`config.mk`:
```
export PLATFORM = sky130hd
export DESIGN_NAME = vector_mem_sequencer
export DESIGN_NICKNAME = d
export VERILOG_FILES = /design/src/rtl/vmem_pkg.sv /design/src/rtl/vmem_addr_gen.sv /design/src/rtl/vector_mem_sequencer.sv
export SDC_FILE = /design/constraint.sdc
export NUM_CORES = 1
export LEC_CHECK = 0
export ABC_CLOCK_PERIOD_IN_PS = 6500
export BUFFER_PORTS_ARGS = -buffer_cell sky130_fd_sc_hd__buf_4
export CAP_MARGIN = 30
export CELL_PAD_IN_SITES_DETAIL_PLACEMENT = 1
export CELL_PAD_IN_SITES_GLOBAL_PLACEMENT = 1
export CORE_MARGIN = 5
export CORE_UTILIZATION = 41
export CTS_BUF_LIST = sky130_fd_sc_hd__clkbuf_8
export DETAILED_ROUTE_END_ITERATION = 6
export GPL_TIMING_DRIVEN = 0
export HOLD_SLACK_MARGIN = 0.03
export PLACE_DENSITY_LB_ADDON = 0.1
export SYNTH_ARGS = -nofsm -noshare
export SYNTH_HDL_FRONTEND = slang
export SYNTH_SLANG_ARGS = --single-unit
```
`constraint.sdc`:
```
create_clock -name clk -period 6.5 [get_ports clk]
set_input_delay 0.975 -clock clk [delete_from_list [all_inputs] [get_ports clk]]
set_output_delay 0.975 -clock clk [all_outputs]
set_load 0.005 [all_outputs]
```
`src/rtl/vmem_pkg.sv`:
```
// ---------------------------------------------------------------------------
// vmem_pkg
// Shared constants and types for the vector data-memory sequencer.
//
// Contents:
//   LANES, DW, AW, ELEM_BYTES : vector geometry and address-step scale
//   IDX_W, LAST_LANE          : lane counter width and its terminal value
//   elem_t / vec_t / addr_t   : one element, a whole lane-indexed vector,
//                               and a byte address
//   vseq_state_t              : sequencer FSM states
// ---------------------------------------------------------------------------
package vmem_pkg;

    localparam int LANES      = 16;
    localparam int DW         = 16;
    localparam int AW         = 16;
    localparam int ELEM_BYTES = 2;

    // Lane counter width; LANES is a power of two here, but the counter is
    // wrapped explicitly at LAST_LANE so other lane counts still work.
    localparam int IDX_W = $clog2(LANES);

    typedef logic [DW-1:0]     elem_t;
    typedef elem_t [LANES-1:0] vec_t;
    typedef logic [AW-1:0]     addr_t;
    typedef logic [IDX_W-1:0]  idx_t;

    localparam idx_t LAST_LANE = idx_t'(LANES - 1);

    typedef enum logic [1:0] {
        IDLE  = 2'd0,
        STORE = 2'd1,
        LOAD  = 2'd2,
        RESP  = 2'd3
    } vseq_state_t;

endpackage

```
`src/rtl/vmem_addr_gen.sv`:
```
// ---------------------------------------------------------------------------
// vmem_addr_gen
// Strided byte-address generator for the vector memory sequencer. All of the
// wrap-around address arithmetic lives here so the sequencer never has to
// reason about overflow.
//
// Ports:
//   clk      in   clock, rising edge
//   rst_n    in   asynchronous active-low reset
//   start    in   load base and stride (takes priority over advance)
//   advance  in   step the address by one lane
//   base     in   byte address of lane 0
//   stride   in   signed element stride (two's complement)
//   addr     out  byte address of the current lane
// ---------------------------------------------------------------------------
module vmem_addr_gen
    import vmem_pkg::*;
(
    input  logic  clk,
    input  logic  rst_n,
    input  logic  start,
    input  logic  advance,
    input  addr_t base,
    input  addr_t stride,
    output addr_t addr
);

    addr_t addr_q;
    addr_t step_q;

    // Byte step for one lane. The stride is already AW bits wide, so the
    // low AW bits of the product are identical to those of the
    // sign-extended product; truncating to AW gives the mod-2^AW step.
    function automatic addr_t lane_step(input addr_t s);
        return s * addr_t'(ELEM_BYTES);
    endfunction

    // The scaled step is computed once at start and held in a register, so
    // the per-lane path is a single AW-bit adder that wraps naturally.
    always_ff @(posedge clk or negedge rst_n) begin
        if (!rst_n) begin
            addr_q <= '0;
            step_q <= '0;
        end else if (start) begin
            addr_q <= base;
            step_q <= lane_step(stride);
        end else if (advance) begin
            addr_q <= addr_q + step_q;
        end
    end

    assign addr = addr_q;

endmodule

```
`src/rtl/vector_mem_sequencer.sv`:
```
// ---------------------------------------------------------------------------
// vector_mem_sequencer
// Takes one vector load or store from the CPU pipeline and serialises it into
// one 16-bit element access per cycle on the data-memory port, stepping the
// address by a programmable element stride. Loads are gathered into a vector
// and returned on a valid/ready response handshake; stores have no response.
//
// Ports:
//   clk         in   clock, rising edge
//   rst_n       in   asynchronous active-low reset
//   req_valid   in   request offered
//   req_ready   out  request can be accepted (IDLE and out of reset)
//   req_we      in   1 = store, 0 = load
//   req_base    in   byte address of lane 0
//   req_stride  in   signed element stride
//   req_wd      in   lane-indexed store data
//   rsp_valid   out  gathered load data available
//   rsp_ready   in   consumer takes the response
//   rsp_rd      out  gathered load data, lane-indexed
//   busy        out  sequencer not in IDLE
//   mem_we      out  memory write enable
//   mem_a       out  memory byte address
//   mem_wd      out  memory write data
//   mem_rd      in   memory read data (combinational read of mem_a)
// ---------------------------------------------------------------------------
module vector_mem_sequencer
    import vmem_pkg::*;
(
    input  logic  clk,
    input  logic  rst_n,
    input  logic  req_valid,
    output logic  req_ready,
    input  logic  req_we,
    input  addr_t req_base,
    input  addr_t req_stride,
    input  vec_t  req_wd,
    output logic  rsp_valid,
    input  logic  rsp_ready,
    output vec_t  rsp_rd,
    output logic  busy,
    output logic  mem_we,
    output addr_t mem_a,
    output elem_t mem_wd,
    input  elem_t mem_rd
);

    vseq_state_t state;
    vseq_state_t next_state;

    idx_t  idx;
    vec_t  wd_q;
    vec_t  gather_buf;
    addr_t cur_addr;
    logic  accept;
    logic  advance;
    logic  last_lane;

    assign last_lane = (idx == LAST_LANE);
    assign accept    = req_valid && req_ready;

    // Address generator owns base/stride and the wrapping lane address.
    vmem_addr_gen u_addr_gen (
        .clk     (clk),
        .rst_n   (rst_n),
        .start   (accept),
        .advance (advance),
        .base    (req_base),
        .stride  (req_stride),
        .addr    (cur_addr)
    );

    // State register. Because reset is asynchronous, pulling rst_n low in
    // the middle of a store drops the FSM to IDLE at once, which in turn
    // drops mem_we combinationally within the same cycle.
    always_ff @(posedge clk or negedge rst_n) begin
        if (!rst_n) begin
            state <= IDLE;
        end else begin
            state <= next_state;
        end
    end

    // Next-state and output decode. The memory port is forced quiet
    // outside STORE/LOAD so the memory never sees a stale address.
    // req_ready also looks at rst_n so nothing is offered during reset.
    always_comb begin
        next_state = state;
        req_ready  = 1'b0;
        rsp_valid  = 1'b0;
        busy       = 1'b1;
        mem_we     = 1'b0;
        mem_a      = '0;
        mem_wd     = '0;
        advance    = 1'b0;

        case (state)
            IDLE: begin
                busy      = 1'b0;
                req_ready = rst_n;
                if (req_valid && rst_n) begin
                    next_state = req_we ? STORE : LOAD;
                end
            end
            STORE: begin
                mem_we  = 1'b1;
                mem_a   = cur_addr;
                mem_wd  = wd_q[idx];
                advance = 1'b1;
                if (last_lane) begin
                    next_state = IDLE;
                end
            end
            LOAD: begin
                mem_a   = cur_addr;
                advance = 1'b1;
                if (last_lane) begin
                    next_state = RESP;
                end
            end
            RESP: begin
                rsp_valid = 1'b1;
                if (rsp_ready) begin
                    next_state = IDLE;
                end
            end
            default: begin
                next_state = IDLE;
            end
        endcase
    end

    // Lane counter. Cleared on accept and stepped once per element access;
    // it is wrapped explicitly so it is back at zero after the last lane.
    always_ff @(posedge clk or negedge rst_n) begin
        if (!rst_n) begin
            idx <= '0;
        end else if (accept) begin
            idx <= '0;
        end else if (advance) begin
            idx <= last_lane ? '0 : idx + idx_t'(1);
        end
    end

    // Store-data register. The whole vector is captured at accept so the
    // pipeline is free to change req_wd while the store is still draining.
    always_ff @(posedge clk or negedge rst_n) begin
        if (!rst_n) begin
            wd_q <= '0;
        end else if (accept) begin
            wd_q <= req_wd;
        end
    end

    // Gather buffer. Each LOAD cycle writes the combinational read data for
    // the current lane. Reset clears it so a lost response leaves nothing
    // behind on rsp_rd.
    always_ff @(posedge clk or negedge rst_n) begin
        if (!rst_n) begin
            gather_buf <= '0;
        end else if (state == LOAD) begin
            gather_buf[idx] <= mem_rd;
        end
    end

    assign rsp_rd = gather_buf;

endmodule
```
==> flow_summary_export.csv <==
group,metric,value,unit
power,ir_worst_vdd,169,uV
die,die_h,250,um
placed_design,dp_cells,3415,
global_routing,grt_pass1_wl,130000,um
clocking,cts_resized,0,
timing,final-hold-violation-count,0,
global_routing,grt_max_degree,127,
timing,setup_tns,0,ps
cells_and_area,drive_gt1_frac,0.383,
synthesis,ys_ff_latch,549,
die,io_pins,601,
synthesis,synth_edf_count,0,
synthesis,netlist_area,0.0236,mm2
placed_design,dpl_cell_area,0.0291,mm2
synthesis,async_flop_share,1.00,
timing,slew_viol_final,0,
cells_and_area,final_util,0.548,
cells_and_area,stdcell_area,0.0310,mm2
route,routed_wl,87000,um
die,rows,87,
global_routing,antenna_found_initial,18,
clocking,cts.path.max_buffers,3,
synthesis,ys_seq_area_frac,0.583,
cells_and_area,fillers,6133,
synthesis,syn-num-nets,2389,
timing,rsz0062_at_grt,"no",
placed_design,hpwlAfterDp,68200,um
setup_path,startpoint_type,"register",
setup_path,crit_arrival,3650,ps
route,wl_per_cell,24.2,um
clocking,ctsHoldBuffers,0,
timing,fin_crit_sh,0.711,
clocking,h-tree-depth,3,
setup_path,required,5520,ps
clocking,clock_latency,670,ps
synthesis,syn_inst,2056,
cells_and_area,fin_nets,3089,
timing,max_freq,216,MHz
global_routing,grt_pass1_vias,20400,
setup_path,critPathMaxFanout,10,
job,drv_cap,0,
clocking,clk_pin_slew_worst_paths,60,ps
clocking,cts_buffers,94,
power,p_leak,15.6,nW
synthesis,synth_top_cell_by_area,"dfrtp_1",
die,die_w,250,um
synthesis,ys.flop_type,"dfrtp_1",
global_routing,grtUsageTotal,0.275,
timing,setup_violations,0,
setup_path,worst-setup-path-type,"register to output pin",
synthesis,synthTopCellsByCount,"843 x nand2_1, 549 x dfrtp_1, 257 x mux2_2",
synthesis,yosysWarnings,0,
cells_and_area,syn2layout_area_growth,31.7,%
timing,period_minus_slack,4620,ps
route,via_count,18500,
setup_path,setup.worst_path.end_class,"output pin",
timing,max_slew.worst_pin.slew,896,ps
die,start_util,0.416,
die,die_area,0.0623,mm2
run_status,status,"completed",
synthesis,synth.most_common_cell,"nand2_1",
timing,max_slew_margin,0.403,
placed_design,gp_congestion,0.864,
power,powerDensity,504,mW/mm2
synthesis,yosysUniqueCellTypes,44,
cells_and_area,stdcell_count,3597,
synthesis,avgSynthCellArea,11.5,um2
route,dr.first_iter.drc_count,1086,
timing,skew,15.5,ps
synthesis,synth.area.top_cells,"dfrtp_1 58%, nand2_1 13%, mux2_2 12%",
clocking,root_buffer,"clkbuf_8",
die,core_area,0.0566,mm2
route,drc_errors,0,
synthesis,synth_top_area_frac,0.583,
hold_path,min_path_type,"primary input to asynchronous set/reset pin",
route,vias_per_cell,5.14,
global_routing,grt-ovfl-total,0,
clocking,cts_num_sinks,549,
route,drtAntennaViolNets,0,
clocking,post_cts_buffers,0,
placed_design,io_buffers,599,
route,first_pass_iters,5,
clocking,cts_tree,"built",
critical path: stages, from the launching register on:
cell and delay (ps):
dfrtp_1 530, buf_2 350, clkbuf_1 690, mux4_2 480, mux4_2 520, and2_1 240, buf_4 160
power breakdown:
group          internal, mW  total [mW]  leakage (nW)  switching [mW]
clock network          1.65        3.09          1.09            1.44
logic                  3.37        6.56          7.78            3.19
registers              5.02        5.99          6.68           0.968
total                  10.0        15.6          15.6            5.60
worst paths after layout:
| path | cells past startpoint | startpoint | slack, ps | end |
|---|---|---|---|---|
| max in group asynchronous | 3 | rst_n | 4530 | wd_q[71]$_DFFE_PN0P_ |
| setup / recovery | 6 | idx[1]$_DFFE_PN0P_ | 1880 | mem_wd[3] |
| hold / removal | 1 | rst_n | 360 | rsp_rd[241]$_DFFE_PN0P_ |
| setup reg to reg | 7 | idx[1]$_DFFE_PN0P_ | 2980 | rsp_rd[74]$_DFFE_PN0P_ |
| min in group clk | 2 | wd_q[169]$_DFFE_PN0P_ | 470 | wd_q[169]$_DFFE_PN0P_ |
| hold reg to reg | 2 | wd_q[169]$_DFFE_PN0P_ | 470 | wd_q[169]$_DFFE_PN0P_ |
area by class of cell:
type	instances	area [um2]	share of cell area
diodes	15	37.5	0.00121
plain buffers	127	547	0.0176
clock buffers	116	1600	0.0515
clock inverters	50	253	0.00815
inverters	10	37.5	0.00121
multi-input cells	1370	9230	0.298
flip-flops and latches	549	13700	0.443
well taps	756	946	0.0305
repair buffers	604	4630	0.149
cells in the final DEF (no fill, tap or decap), types with 2 or more instances in the layout:
cell type	count
a211oi_1	4
a21o_1	5
a21oi_1	19
a31oi_1	3
and2_1	37
buf_1	9
buf_12	2
buf_16	4
buf_2	9
buf_4	599
buf_6	3
buf_8	2
clkbuf_1	103
clkbuf_8	116
clkinv_2	6
dfrtp_1	549
diode_2	15
ha_1	23
inv_1	47
inv_6	4
mux2_2	257
mux2i_1	8
mux4_1	6
mux4_2	74
nand2_1	843
nand2b_1	4
nand3_1	9
nor2_1	19
nor3b_1	9
o21ai_0	21
xnor2_1	8
xor2_1	3
through the flow:
step | power (mW) | setup WS, ps | hold WS, ps
4_1_cts | 15.8 | 1780 | 346
3_5_place_dp | 12.6 | 1880 | 460
5_1_grt | 16.6 | 1760 | 398
6_report | 15.6 | 1880 | 355
3_3_place_gp | 12.3 | -3440 | 452
2_1_floorplan | 9.21 | 3620 | 437
per-layer routing:
metal | vias up | part of all wire | GRT usage | routed length (um)
li1 | 8243 | - | - | -
met3 | 152 | 0.066 | 0.0641 | 5780
met5 | - | 0.00040 | 0 | 35
met1 | 9444 | 0.38 | 0.329 | 33500
met4 | 6 | 0.040 | 0.116 | 3510
met2 | 630 | 0.51 | 0.477 | 44200
state kept, by name, summed over array words and instances (netlist names):
name	cells
wd_q	256
u_addr_gen.step_q	15
u_addr_gen.addr	16
state	2
rsp_rd	256
idx	4
kinds of logic after synthesis:
family,Yosys count,synth area share
flops,549,0.583
buf+inv,137,0.0248
compound gates,61,0.0154
mux,345,0.204
xor+xnor,11,0.00409
fa+ha+maj,24,0.0131
simple gates,929,0.156
Power figures use the tool's default switching activity.
